### src/rtl/rv32i_dmem_ctrl_if.sv
// Bus bundle between the RV32I memory stage, the load/store sequencer and
// the byte-wide data RAM. The sequencer uses the slave view; whoever plays
// core and RAM (a wrapper or a bench) uses the master view.
interface rv32i_dmem_ctrl_if #(
  parameter int AWIDTH = 12
);
  // core side
  logic              req;
  logic              we;
  logic [2:0]        funct3;
  logic [31:0]       addr;
  logic [31:0]       wdata;
  logic [31:0]       rdata;
  logic              busy;
  logic              done;
  logic              err;
  // RAM side
  logic [AWIDTH-1:0] ram_address;
  logic [7:0]        ram_data;
  logic              ram_wren;
  logic [7:0]        ram_q;

  modport master (
    output req, we, funct3, addr, wdata, ram_q,
    input  rdata, busy, done, err, ram_address, ram_data, ram_wren
  );

  modport slave (
    input  req, we, funct3, addr, wdata, ram_q,
    output rdata, busy, done, err, ram_address, ram_data, ram_wren
  );
endinterface

### src/rtl/rv32i_dmem_ctrl.sv
// Load/store sequencer: splits one 32-bit access into 1, 2 or 4 byte cycles
// on a single-port byte RAM with registered read data, reassembles loads
// little-endian and applies RISC-V sign/zero extension.
module rv32i_dmem_ctrl #(
  parameter int AWIDTH = 12
) (
  input  logic            clock,
  input  logic            reset,
  rv32i_dmem_ctrl_if.slave bus
);

  typedef enum logic [1:0] {
    S_IDLE  = 2'd0,
    S_ISSUE = 2'd1,
    S_DRAIN = 2'd2,
    S_DONE  = 2'd3
  } state_t;

  state_t            r_state;
  state_t            w_state_next;

  logic [AWIDTH-1:0] r_base;
  logic              r_we;
  logic              r_zext;      // funct3[2]: zero-extend loads
  logic [31:0]       r_wdata;
  logic [1:0]        r_nm1;       // byte count minus one (0, 1 or 3)
  logic [1:0]        r_k;         // byte index within the access
  logic              r_err;
  logic [3:0][7:0]   r_bytes;     // captured load bytes 0..2
  logic [31:0]       r_rdata;

  logic              w_illegal;
  logic              w_last;
  logic              w_issue;
  logic [3:0][7:0]   w_full;
  logic [31:0]       w_load_result;
  logic              w_unused;

  // Upper address bits fall outside the RAM and are deliberately dropped.
  assign w_unused = ^bus.addr[31:AWIDTH];

  // Reserved widths (x11, 11x) and unsigned stores have no meaning.
  assign w_illegal = (bus.funct3[1:0] == 2'b11) ||
                     (bus.funct3[2:1] == 2'b11) ||
                     (bus.we && bus.funct3[2]);

  assign w_last = (r_k == r_nm1);

  // The final load byte arrives on ram_q during DRAIN; splice it into its
  // lane so the result can be written to rdata in that same cycle.
  for (genvar gi = 0; gi < 4; gi++) begin : g_lane
    assign w_full[gi] = (r_nm1 == 2'(gi)) ? bus.ram_q : r_bytes[gi];
  end

  // Sign- or zero-extend the assembled load from bit 8N-1.
  always_comb begin
    w_load_result = w_full;
    case (r_nm1)
      2'd0:    w_load_result = {{24{~r_zext & w_full[0][7]}}, w_full[0]};
      2'd1:    w_load_result = {{16{~r_zext & w_full[1][7]}}, w_full[1], w_full[0]};
      default: w_load_result = w_full;
    endcase
  end

  // Next-state logic.
  always_comb begin
    w_state_next = r_state;
    case (r_state)
      S_IDLE: begin
        if (bus.req) begin
          w_state_next = w_illegal ? S_DONE : S_ISSUE;
        end
      end
      S_ISSUE: begin
        if (w_last) begin
          w_state_next = r_we ? S_DONE : S_DRAIN;
        end
      end
      S_DRAIN: w_state_next = S_DONE;
      S_DONE:  w_state_next = S_IDLE;
      default: w_state_next = S_IDLE;
    endcase
  end

  // State register plus request latch, byte index and load capture.
  always_ff @(posedge clock) begin
    if (reset) begin
      r_state <= S_IDLE;
      r_base  <= '0;
      r_we    <= 1'b0;
      r_zext  <= 1'b0;
      r_wdata <= '0;
      r_nm1   <= '0;
      r_k     <= '0;
      r_err   <= 1'b0;
      r_bytes <= '0;
      r_rdata <= '0;
    end else begin
      r_state <= w_state_next;
      case (r_state)
        S_IDLE: begin
          if (bus.req) begin
            r_base  <= bus.addr[AWIDTH-1:0];
            r_we    <= bus.we;
            r_zext  <= bus.funct3[2];
            r_wdata <= bus.wdata;
            r_nm1   <= (bus.funct3[1:0] == 2'b00) ? 2'd0 :
                       (bus.funct3[1:0] == 2'b01) ? 2'd1 : 2'd3;
            r_k     <= '0;
            r_err   <= w_illegal;
          end
        end
        S_ISSUE: begin
          r_k <= r_k + 2'd1;
          // ram_q lags the address by one cycle, so it holds byte k-1.
          if (!r_we && (r_k != 2'd0)) begin
            r_bytes[r_k - 2'd1] <= bus.ram_q;
          end
        end
        S_DRAIN: r_rdata <= w_load_result;
        default: ;
      endcase
    end
  end

  // RAM strobes are gated by reset so an aborted store writes nothing more.
  assign w_issue         = (r_state == S_ISSUE) && !reset;
  assign bus.ram_address = w_issue ? (r_base + AWIDTH'(r_k)) : '0;
  assign bus.ram_data    = w_issue ? r_wdata[{r_k, 3'b000} +: 8] : 8'h00;
  assign bus.ram_wren    = w_issue && r_we;

  assign bus.busy  = (r_state != S_IDLE);
  assign bus.done  = (r_state == S_DONE);
  assign bus.err   = (r_state == S_DONE) && r_err;
  assign bus.rdata = r_rdata;

endmodule

### src/flat_wrapper.sv
// flat-port wrapper written by rule: the top's interface ports become plain ports
module rv32i_dmem_ctrl_flat 
#(
  parameter int AWIDTH = 12
)
  (clock, reset, bus_req, bus_we, bus_funct3, bus_addr, bus_wdata, bus_ram_q, bus_rdata, bus_busy, bus_done, bus_err, bus_ram_address, bus_ram_data, bus_ram_wren);
  rv32i_dmem_ctrl_if #(.AWIDTH(AWIDTH)) bus_i ();
  input  logic clock;
  input  logic reset;
  input wire logic [$bits(bus_i.req)-1:0] bus_req;
  input wire logic [$bits(bus_i.we)-1:0] bus_we;
  input wire logic [$bits(bus_i.funct3)-1:0] bus_funct3;
  input wire logic [$bits(bus_i.addr)-1:0] bus_addr;
  input wire logic [$bits(bus_i.wdata)-1:0] bus_wdata;
  input wire logic [$bits(bus_i.ram_q)-1:0] bus_ram_q;
  output wire logic [$bits(bus_i.rdata)-1:0] bus_rdata;
  output wire logic [$bits(bus_i.busy)-1:0] bus_busy;
  output wire logic [$bits(bus_i.done)-1:0] bus_done;
  output wire logic [$bits(bus_i.err)-1:0] bus_err;
  output wire logic [$bits(bus_i.ram_address)-1:0] bus_ram_address;
  output wire logic [$bits(bus_i.ram_data)-1:0] bus_ram_data;
  output wire logic [$bits(bus_i.ram_wren)-1:0] bus_ram_wren;
  assign bus_i.req = bus_req;
  assign bus_i.we = bus_we;
  assign bus_i.funct3 = bus_funct3;
  assign bus_i.addr = bus_addr;
  assign bus_i.wdata = bus_wdata;
  assign bus_i.ram_q = bus_ram_q;
  assign bus_rdata = bus_i.rdata;
  assign bus_busy = bus_i.busy;
  assign bus_done = bus_i.done;
  assign bus_err = bus_i.err;
  assign bus_ram_address = bus_i.ram_address;
  assign bus_ram_data = bus_i.ram_data;
  assign bus_ram_wren = bus_i.ram_wren;
  rv32i_dmem_ctrl #(.AWIDTH(AWIDTH)) u_core (.clock(clock), .reset(reset), .bus(bus_i));
endmodule
### config.mk
export PLATFORM = sky130hd
export DESIGN_NAME = rv32i_dmem_ctrl_flat
export DESIGN_NICKNAME = d
export VERILOG_FILES = /design/src/rtl/rv32i_dmem_ctrl_if.sv /design/src/rtl/rv32i_dmem_ctrl.sv /design/src/flat_wrapper.sv
export SDC_FILE = /design/constraint.sdc
export NUM_CORES = 1
export LEC_CHECK = 0
export CAP_MARGIN = 40
export CELL_PAD_IN_SITES_DETAIL_PLACEMENT = 0
export CELL_PAD_IN_SITES_GLOBAL_PLACEMENT = 1
export CORE_AREA = 2 2 135 137
export DETAILED_ROUTE_END_ITERATION = 10
export DIE_AREA = 0 0 137 139
export PLACE_DENSITY_LB_ADDON = 0.1
export SKIP_LAST_GASP = 1
export SYNTH_ARGS = -nofsm -noshare
export SYNTH_HDL_FRONTEND = slang
export SYNTH_SLANG_ARGS = --single-unit
export TNS_END_PERCENT = 100
### constraint.sdc
create_clock -name clock -period 1.74 [get_ports clock]
set_input_delay 0.348 -clock clock [delete_from_list [all_inputs] [get_ports clock]]
set_output_delay 0.348 -clock clock [all_outputs]
set_load 0.05 [all_outputs]
==> Word level (Yosys, flattened, before mapping) <==
Index checks and enable logic that the tools add are counted.
{ "classes": {"addsub": 3, "bitwise_logic": 3, "eq_ne": 12, "n_shift": 1, "reduce_logical": 20, "muxes": 19, "order_cmp": 2} }
{ "ops": {"columns": ["op", "n"], "rows": [
  ["one-hot mux 32 bit (2 select lines)", 1],
  ["two-way mux 8 bit", 6],
  ["bitwise mux 32 bit", 1],
  ["indexed part select 32 x 6 -> 8 bit", 1],
  ["demux 8 bit (select 2 bit)", 1],
  ["adder 12 x 2 -> 12 bit", 1],
  ["== test 2 bit, second input constant", 6],
  ["two-way mux 12 bit", 1],
  ["two-way mux 2 bit", 6],
  ["one-hot mux 2 bit (4 select lines)", 1],
  ["AND reduction 2 bit", 4],
  ["== test 2 x 1 -> 1 bit, second input constant", 3],
  ["logical AND 1 bit", 6],
  ["zero test 2 bit", 3],
  ["nonzero test 2 bit", 3],
  ["one-hot mux 2 bit (2 select lines)", 1],
  ["less-than comparator 2 x 3 -> 1 bit, second input constant", 1],
  ["adder 2 x 1 -> 2 bit, second input constant", 1],
  ["AND 1 bit", 2],
  ["== test 2 bit", 1],
  ["greater-or-equal comparator 2 x 1 -> 1 bit, second input constant", 1],
  ["zero test 1 bit", 2],
  ["logical OR 1 bit", 2],
  ["!= test 2 x 1 -> 1 bit, second input constant", 1],
  ["4 further kinds", 4]
]} }
{ "totals": {"reg_bits": 117, "output_inout_bits": 56, "elab_cells": 73, "inputBits": 79} }

==> Depth between registers and ports, before layout <==
Gate-level depths: netlist of run 1.
{ "depth": {"depth_word": 6, "mapped_depth": 8, "depth_no_buf": 6} }

==> Worst setup path before layout of run 1 <==
OpenSTA, ideal clock, no wires.
{ "synth_timing": {"path_kind": "reg-to-output", "startpoint": "register u_core.r_k[1]", "endpoint": "output port bus_ram_address[11]", "t_arrival_ns": 2.058, "path_stages_with_launch": 6, "slack_ns": -0.666, "n_path_buf": 0, "path_cell_list": "dfxtp_1 -> ha_1 -> a21o_1 -> nand3_4 -> or3_1 -> a21oi_1"} }
{ "synth_between": {"elab_chain_cells": 2} }
{ "synth_rtl": {"columns": ["item", "line_no", "rtl"], "rows": [
  ["start: declaration", "rv32i_dmem_ctrl.sv:27", "logic [1:0] r_k;"],
  ["start signal: assignment", "rv32i_dmem_ctrl.sv:114", "r_k <= r_k + 2'd1;"],
  ["adder 12 x 2 -> 12 bit", "rv32i_dmem_ctrl.sv:128", "assign bus.ram_address = w_issue ? (r_base + AWIDTH'(r_k)) : '0;"],
  ["two-way mux 12 bit", "rv32i_dmem_ctrl.sv:128", null],
  ["end: declaration", "flat_wrapper.sv:20", "output wire logic [$bits(bus_i.ram_address)-1:0] bus_ram_address;"]
]} }
Every way passes these cells.

==> Worst setup path after layout of run 1 <==
{ "layout_timing": {"startpoint": "register u_core.r_k[1]", "endpoint": "output port bus_ram_address[5]"} }
Same word-level chain as after synthesis.

==> results of run 1 <==
## where the power goes
group          switching [mW]  internal, mW  total [mW]
Clock                    1.21          2.38        3.59
Combinational            2.79          1.76        4.56
Sequential              0.297          3.19        3.48
## registers in the layout, summed over array words and instances, names as in the netlist
name              cells
u_core.bus.rdata     32
u_core.r_state        2
u_core.r_k            2
u_core.r_base        12
u_core.r_zext         1
u_core.r_err          1
u_core.r_wdata       32
u_core.r_nm1          2
u_core.r_bytes       32
u_core.r_we           1
## area by class of cell
cell class | count | area share (%)
Tap cell | 229 | 3.443
Timing Repair Buffer | 180 | 21.68
Clock buffer | 22 | 5.818
Sequential cell | 117 | 28.29
Clock inverter | 9 | 1.503
Multi-Input combinational cell | 472 | 38.48
Inverter | 16 | 0.7817
## through the flow
step / hold slack [ps] / setup slack (ps) / setup TNS, ps / instance area, sq um
5_1_grt: 471.0 / -569.8 / -14250 / 8323
6_report: 451.9 / -491.6 / -9553 / 8323
3_3_place_gp: 438.7 / -227.2 / -3354 / 6974
3_5_place_dp: 445.9 / -241.8 / -3746 / 6974
4_1_cts: 453.2 / -593.7 / -9538 / 7789
2_1_floorplan: 432.9 / -171.9 / -604.4 / 5379
## path summary, 6_finish.rpt
| kind | depth (start not counted) | slack, ps | to | startpoint |
|---|---|---|---|---|
| max | 7 | -490 | bus_ram_address[5] | u_core.r_k[1]$_SDFFE_PP0P_ |
| min | 2 | 450 | u_core.r_wdata[16]$_SDFFE_PP0P_ | u_core.r_wdata[16]$_SDFFE_PP0P_ |
| max reg2reg | 12 | -70 | u_core.r_bytes[25]$_SDFFE_PP0P_ | u_core.r_k[0]$_SDFFE_PP0P_ |
| min reg2reg | 2 | 450 | u_core.r_wdata[16]$_SDFFE_PP0P_ | u_core.r_wdata[16]$_SDFFE_PP0P_ |
## kinds of logic after synthesis
logic type,count (synthesis),synth area share (%)
DFF,117,44.99
adders and majority gates,12,3.028
xor gates and xnor gates,11,1.851
buffers and inverters,64,5.119
AOI/OAI and AO/OA,144,15.74
and+or+nand+nor,280,22.35
muxes,25,6.921
## worst max-delay path: cells and delay by family, from the launching register on
| family | cells | cell delay [ps] |
|---|---|---|
| simple gates | 2 | 230 |
| compound gates | 1 | 140 |
| xor+xnor | 1 | 220 |
| buf+inv | 2 | 250 |
| flops | 1 | 360 |
| fa+ha+maj | 1 | 260 |
## cells in the final DEF (no fill, tap or decap), types with 9 or more instances in the layout
cell / netlist / routed
nand2_1: 166 / 143
dfxtp_1: 117 / 111
buf_4: 2 / 80
a21oi_1: 99 / 77
clkdlybuf4s50_1: 0 / 57
nor2_1: 64 / 51
buf_6: 0 / 22
a21oi_2: 0 / 21
o21ai_0: 20 / 20
nand2_4: 0 / 19
nor3_1: 17 / 17
clkbuf_16: 0 / 17
buf_12: 0 / 14
nor2_4: 0 / 13
inv_1: 15 / 10
a311oi_1: 10 / 10
mux2i_1: 9 / 9
## routing by layer
layer / up-vias / global-route usage [%] / wire length, um
met3: 16 / 3.984 / 687
met2: 97 / 28.20 / 7938
met1: 2348 / 21.63 / 7180
met5: - / 0 / 0
li1: 2488 / - / -
met4: 0 / 5.317 / 218
## what timing repair did
| action | CTS | global route |
|---|---|---|
| endpoints found under the setup margin | 43 | 55 |
| setup buffers | 5 | 11 |
| resized for setup | 41 | 113 |
| pin swaps | 14 | 57 |
| endpoints found under the hold margin | 0 | 0 |
==> results.toml, run 1 <==
[setup_path]
crit_arrival_ps = 1880
required_ps = 1390
cp_slowest_stage_delay_ps = 360
end_kind = "output pin"
cp-start-kind = "register"
criticalPathCategory = "reg2out"
crit_fanout = 3
cp_slowest_cell = "dfxtp_4"
crit_chain = "ha_4 -> a21o_4 -> buf_6 -> nand4_1 -> xor2_2 -> nor2_4 -> buf_8"

[global_route]
grtUsageTotal_pct = 16.97
grt-ovfl-total = 0
first_global_vias = 4972
grt_max_degree = 118
grt_pass1_wl_um = 25450
antenna_found_initial = 0

[cts]
cts_tree = "yes"
clk_latency_ps = 410
cts_hold_buf = 0
clk_path_buf_depth = 2
clk_pin_slew_ps = 50
numCtsBuffers = 17
root_buffer = "clkbuf_16"
cts_num_sinks = 117
h-tree-depth = 4

[timing]
clock.fmax_ghz = 0.4481
final_max_slew_viol_count = 0
fin_crit_sh_pct = 128.3
grt_setup_unrepaired = "true"
tightest_slew_ps = 639.7
setup_viol = 53
min_period_ps = 2232
setup_ws_ps = -491.6
skew_ps = 5.689
hold_viol = 0
max_slew_margin_pct = 57.35

[power]
p_total_mw = 11.63
power_density_nw_per_um2 = 1398
vdd_drop_max_mv = 0.7460
p_leak_nw = 3.197

[floorplan]
io_pins = 135
dieArea_sq_um = 19040
die-height_um = 139
coreArea_sq_um = 17660
start_util_pct = 29.49
die_w_um = 137
num_rows = 49

[cells_and_area]
fillers = 1745
drive_above_1_share_pct = 34.19
num_antenna_cells = 0
final_cells = 1045
layout.nets = 895
area_growth_syn_to_layout_pct = 59.87
regArea_sq_um = 2355
final_util_pct = 47.14
multi_input_area_sq_um = 3203

[yosys]
synth-main-ff-cell = "dfxtp_1"
synth_edf_count = 0
syn-cell-area_sq_um = 5206
async_flop_share_pct = 0
synth_common_cells = "nand2_1 (166), dfxtp_1 (117), a21oi_1 (99), nor2_1 (64), clkbuf_1 (28)"
synth_fp_nets = 744
yosys.area.top_type = "dfxtp_1"
synth_seq_area_share_pct = 44.99
synth-seq-cells = 117
synth_area_leaders = "dfxtp_1 (45%), nand2_1 (12%), a21oi_1 (9.5%)"
synth_most_common_cell = "nand2_1"
synth_top_area_share_pct = 44.99
synth_cell_types = 38
yosys_warnings = 0
synth_cells = 653
syn_area_per_cell_sq_um = 7.973

[route]
firstDrtPassIters = 4
wl_per_cell_um = 15.33
wl_um = 16030
viasPerCell = 4.736
drt_iter0_markers = 202
route.detailed.drc = 0
ant_nets = 0
num_vias = 4949

[outcome]
violations = "negative setup slack"
status = "finished with violations"

[placement]
place.gp.congestion = 0.7910
port_buffers = 114
dpl.cell_count = 999
dp.final_hpwl_um = 10740

[worst_hold_path]
hold_class = "reg2reg"

[run]
cap_violations = 0
Note: power is estimated with default switching activity, not from simulation.
==> run 2: changes to the inputs <==
--- a/config.mk
+++ b/config.mk
@@ -13,6 +13,7 @@
 export DIE_AREA = 0 0 137 139
 export PLACE_DENSITY_LB_ADDON = 0.1
 export SKIP_LAST_GASP = 1
+export SLEW_MARGIN = 20
 export SYNTH_ARGS = -nofsm -noshare
 export SYNTH_HDL_FRONTEND = slang
 export SYNTH_SLANG_ARGS = --single-unit
==> results of run 2 <==
Same layout as run 1: the final DEF is identical, and so are final timing and power.
==> run 3: changes to the inputs <==
--- a/config.mk
+++ b/config.mk
@@ -8,9 +8,9 @@
 export CAP_MARGIN = 40
 export CELL_PAD_IN_SITES_DETAIL_PLACEMENT = 0
 export CELL_PAD_IN_SITES_GLOBAL_PLACEMENT = 1
-export CORE_AREA = 2 2 135 137
+export CORE_AREA = 2 2 129 144
 export DETAILED_ROUTE_END_ITERATION = 10
-export DIE_AREA = 0 0 137 139
+export DIE_AREA = 0 0 131 146
 export PLACE_DENSITY_LB_ADDON = 0.1
 export SKIP_LAST_GASP = 1
 export SLEW_MARGIN = 20
==> run 3 against run 2 <==
The run still ends with negative setup slack left. Non-clock buffer count fell by 8. Cell count barely moved. Critical endpoint is now bus_ram_address[11]. Final area fell by 3.9%. Worst hold slack got worse by 2.7 ps. Critical path depth fell by 1. Clock-buffer cell count fell by 1. Global-route usage rose by 0.10 points. Sequential share of layout area rose by 1.1 points. Highest routed layer unchanged. Worst setup slack got worse by 22 ps. Core utilization fell by 1.6 points. Largest power group unchanged. Largest cell class unchanged. Via count fell by 0.79%. Clock power barely moved.
==> results.toml, run 3 (synthesized netlist as in run 1, its figures left out) <==
[setup_path]
cp-start-kind = "register"
criticalPathCategory = "reg2out"
end_kind = "output pin"
crit_fanout = 3
required_ps = 1390
crit_arrival_ps = 1910

[timing]
setup_viol = 24
hold_slack_ps = 449.3
tightest_slew_ps = 591.1
max_slew_margin_pct = 60.09
fin_crit_sh_pct = 129.5
clock.fmax_ghz = 0.4437
grt_setup_unrepaired = "true"
final_max_slew_viol_count = 0
setup_ws_ps = -514.0
min_period_ps = 2254
hold_viol = 0
skew_ps = 11.75

[cts]
clk_path_buf_depth = 2
h-tree-depth = 4
clk_pin_slew_ps = 50
root_buffer = "clkbuf_16"
cts_num_sinks = 117
cts_tree = "yes"
clk_latency_ps = 420
numCtsBuffers = 17
cts_hold_buf = 0

[global_route]
grtUsageTotal_pct = 17.07
first_global_vias = 5001
grt_max_degree = 118
grt-ovfl-total = 0
grt_pass1_wl_um = 25350
antenna_found_initial = 0

[floorplan]
io_pins = 135
start_util_pct = 29.67
coreArea_sq_um = 17550
die-height_um = 146
die_w_um = 131
dieArea_sq_um = 19130
num_rows = 51

[cells_and_area]
num_antenna_cells = 0
mostFrequentLayoutCells = "nand2_1 (165), dfxtp_1 (111), a21oi_1 (97)"
area_growth_syn_to_layout_pct = 53.64
fin_area_sq_um = 7999
layout.nets = 887
fillers = 1719
final_common_cell = "nand2_1"
final_util_pct = 45.58
drive_above_1_share_pct = 27.60

[route]
ant_nets = 0
viasPerCell = 4.694
num_vias = 4910
wl_per_cell_um = 15.44
drt_iter0_markers = 270
firstDrtPassIters = 4
wl_um = 16150
route.detailed.drc = 0

[placement]
dp_slack_ps = -252.3
port_buffers = 114
dp.final_hpwl_um = 10810
post_dp_cell_area_sq_um = 6968
place.gp.congestion = 0.8132

[outcome]
status = "finished with violations"
violations = "negative setup slack"

[power]
power_density_nw_per_um2 = 1447
vdd_drop_max_mv = 0.7700
p_leak_nw = 3.008

[worst_hold_path]
hold_class = "reg2reg"

[run]
cap_violations = 0
## run 3: critical path, stage by stage (launching register included)
cell and delay [ps]:
dfxtp_4 360, ha_4 270, a21o_4 140, nand3_4 80, or3_4 350, a21oi_4 150
buf_12 150
## run 3: path summary, 6_finish.rpt
check                                        from  slack, ps                              end  cells past startpoint
setup / recovery       u_core.r_k[1]$_SDFFE_PP0P_       -510              bus_ram_address[11]                      6
hold / removal    u_core.r_wdata[14]$_SDFFE_PP0P_        450  u_core.r_wdata[14]$_SDFFE_PP0P_                      2
setup reg to reg       u_core.r_k[0]$_SDFFE_PP0P_        -10  u_core.r_bytes[28]$_SDFFE_PP0P_                     10
hold reg to reg   u_core.r_wdata[14]$_SDFFE_PP0P_        450  u_core.r_wdata[14]$_SDFFE_PP0P_                      2
## run 3: metrics by stage
step	setup TNS, ps	power (mW)	cells
finish	-8321	11.57	1046
global route	-13720	12.22	1046
CTS	-10430	11.61	1043
detailed placement	-2492	7.754	1004
global placement	-2226	7.709	1004
floorplan	-604.4	6.255	653
## run 3: layout make-up
class	count	area, sq um	area share [%]
timing repair buffer	172	1722	21.52
clock inverter	10	127.6	1.595
multi-input combinational	472	2954	36.93
sequential	117	2355	29.44
clock buffer	21	480.5	6.007
tap	238	297.8	3.723
inverter	16	62.56	0.7821
## run 3: where the power goes
group | internal [mW] | leakage [nW] | switching [mW]
registers | 3.19 | 0.959 | 0.323
clock network | 2.38 | 0.304 | 1.22
logic | 1.72 | 1.75 | 2.74
total | 7.29 | 3.01 | 4.29
## run 3: per-layer routing
metal	share of wire, %	track usage, %
met4	2.7	7.500
met3	5.2	4.228
met1	43	20.46
met5	0	0
met2	49	28.60
## run 3: timing repair
| action | in CTS | in global routing |
|---|---|---|
| gates resized for setup | 47 | 18 |
| buffers inserted | 6 | 4 |
| cloned | 2 | 1 |
| setup endpoints to repair | 45 | 54 |
| endpoints found under the hold margin | 0 | 0 |
| pin swaps | 20 | 12 |
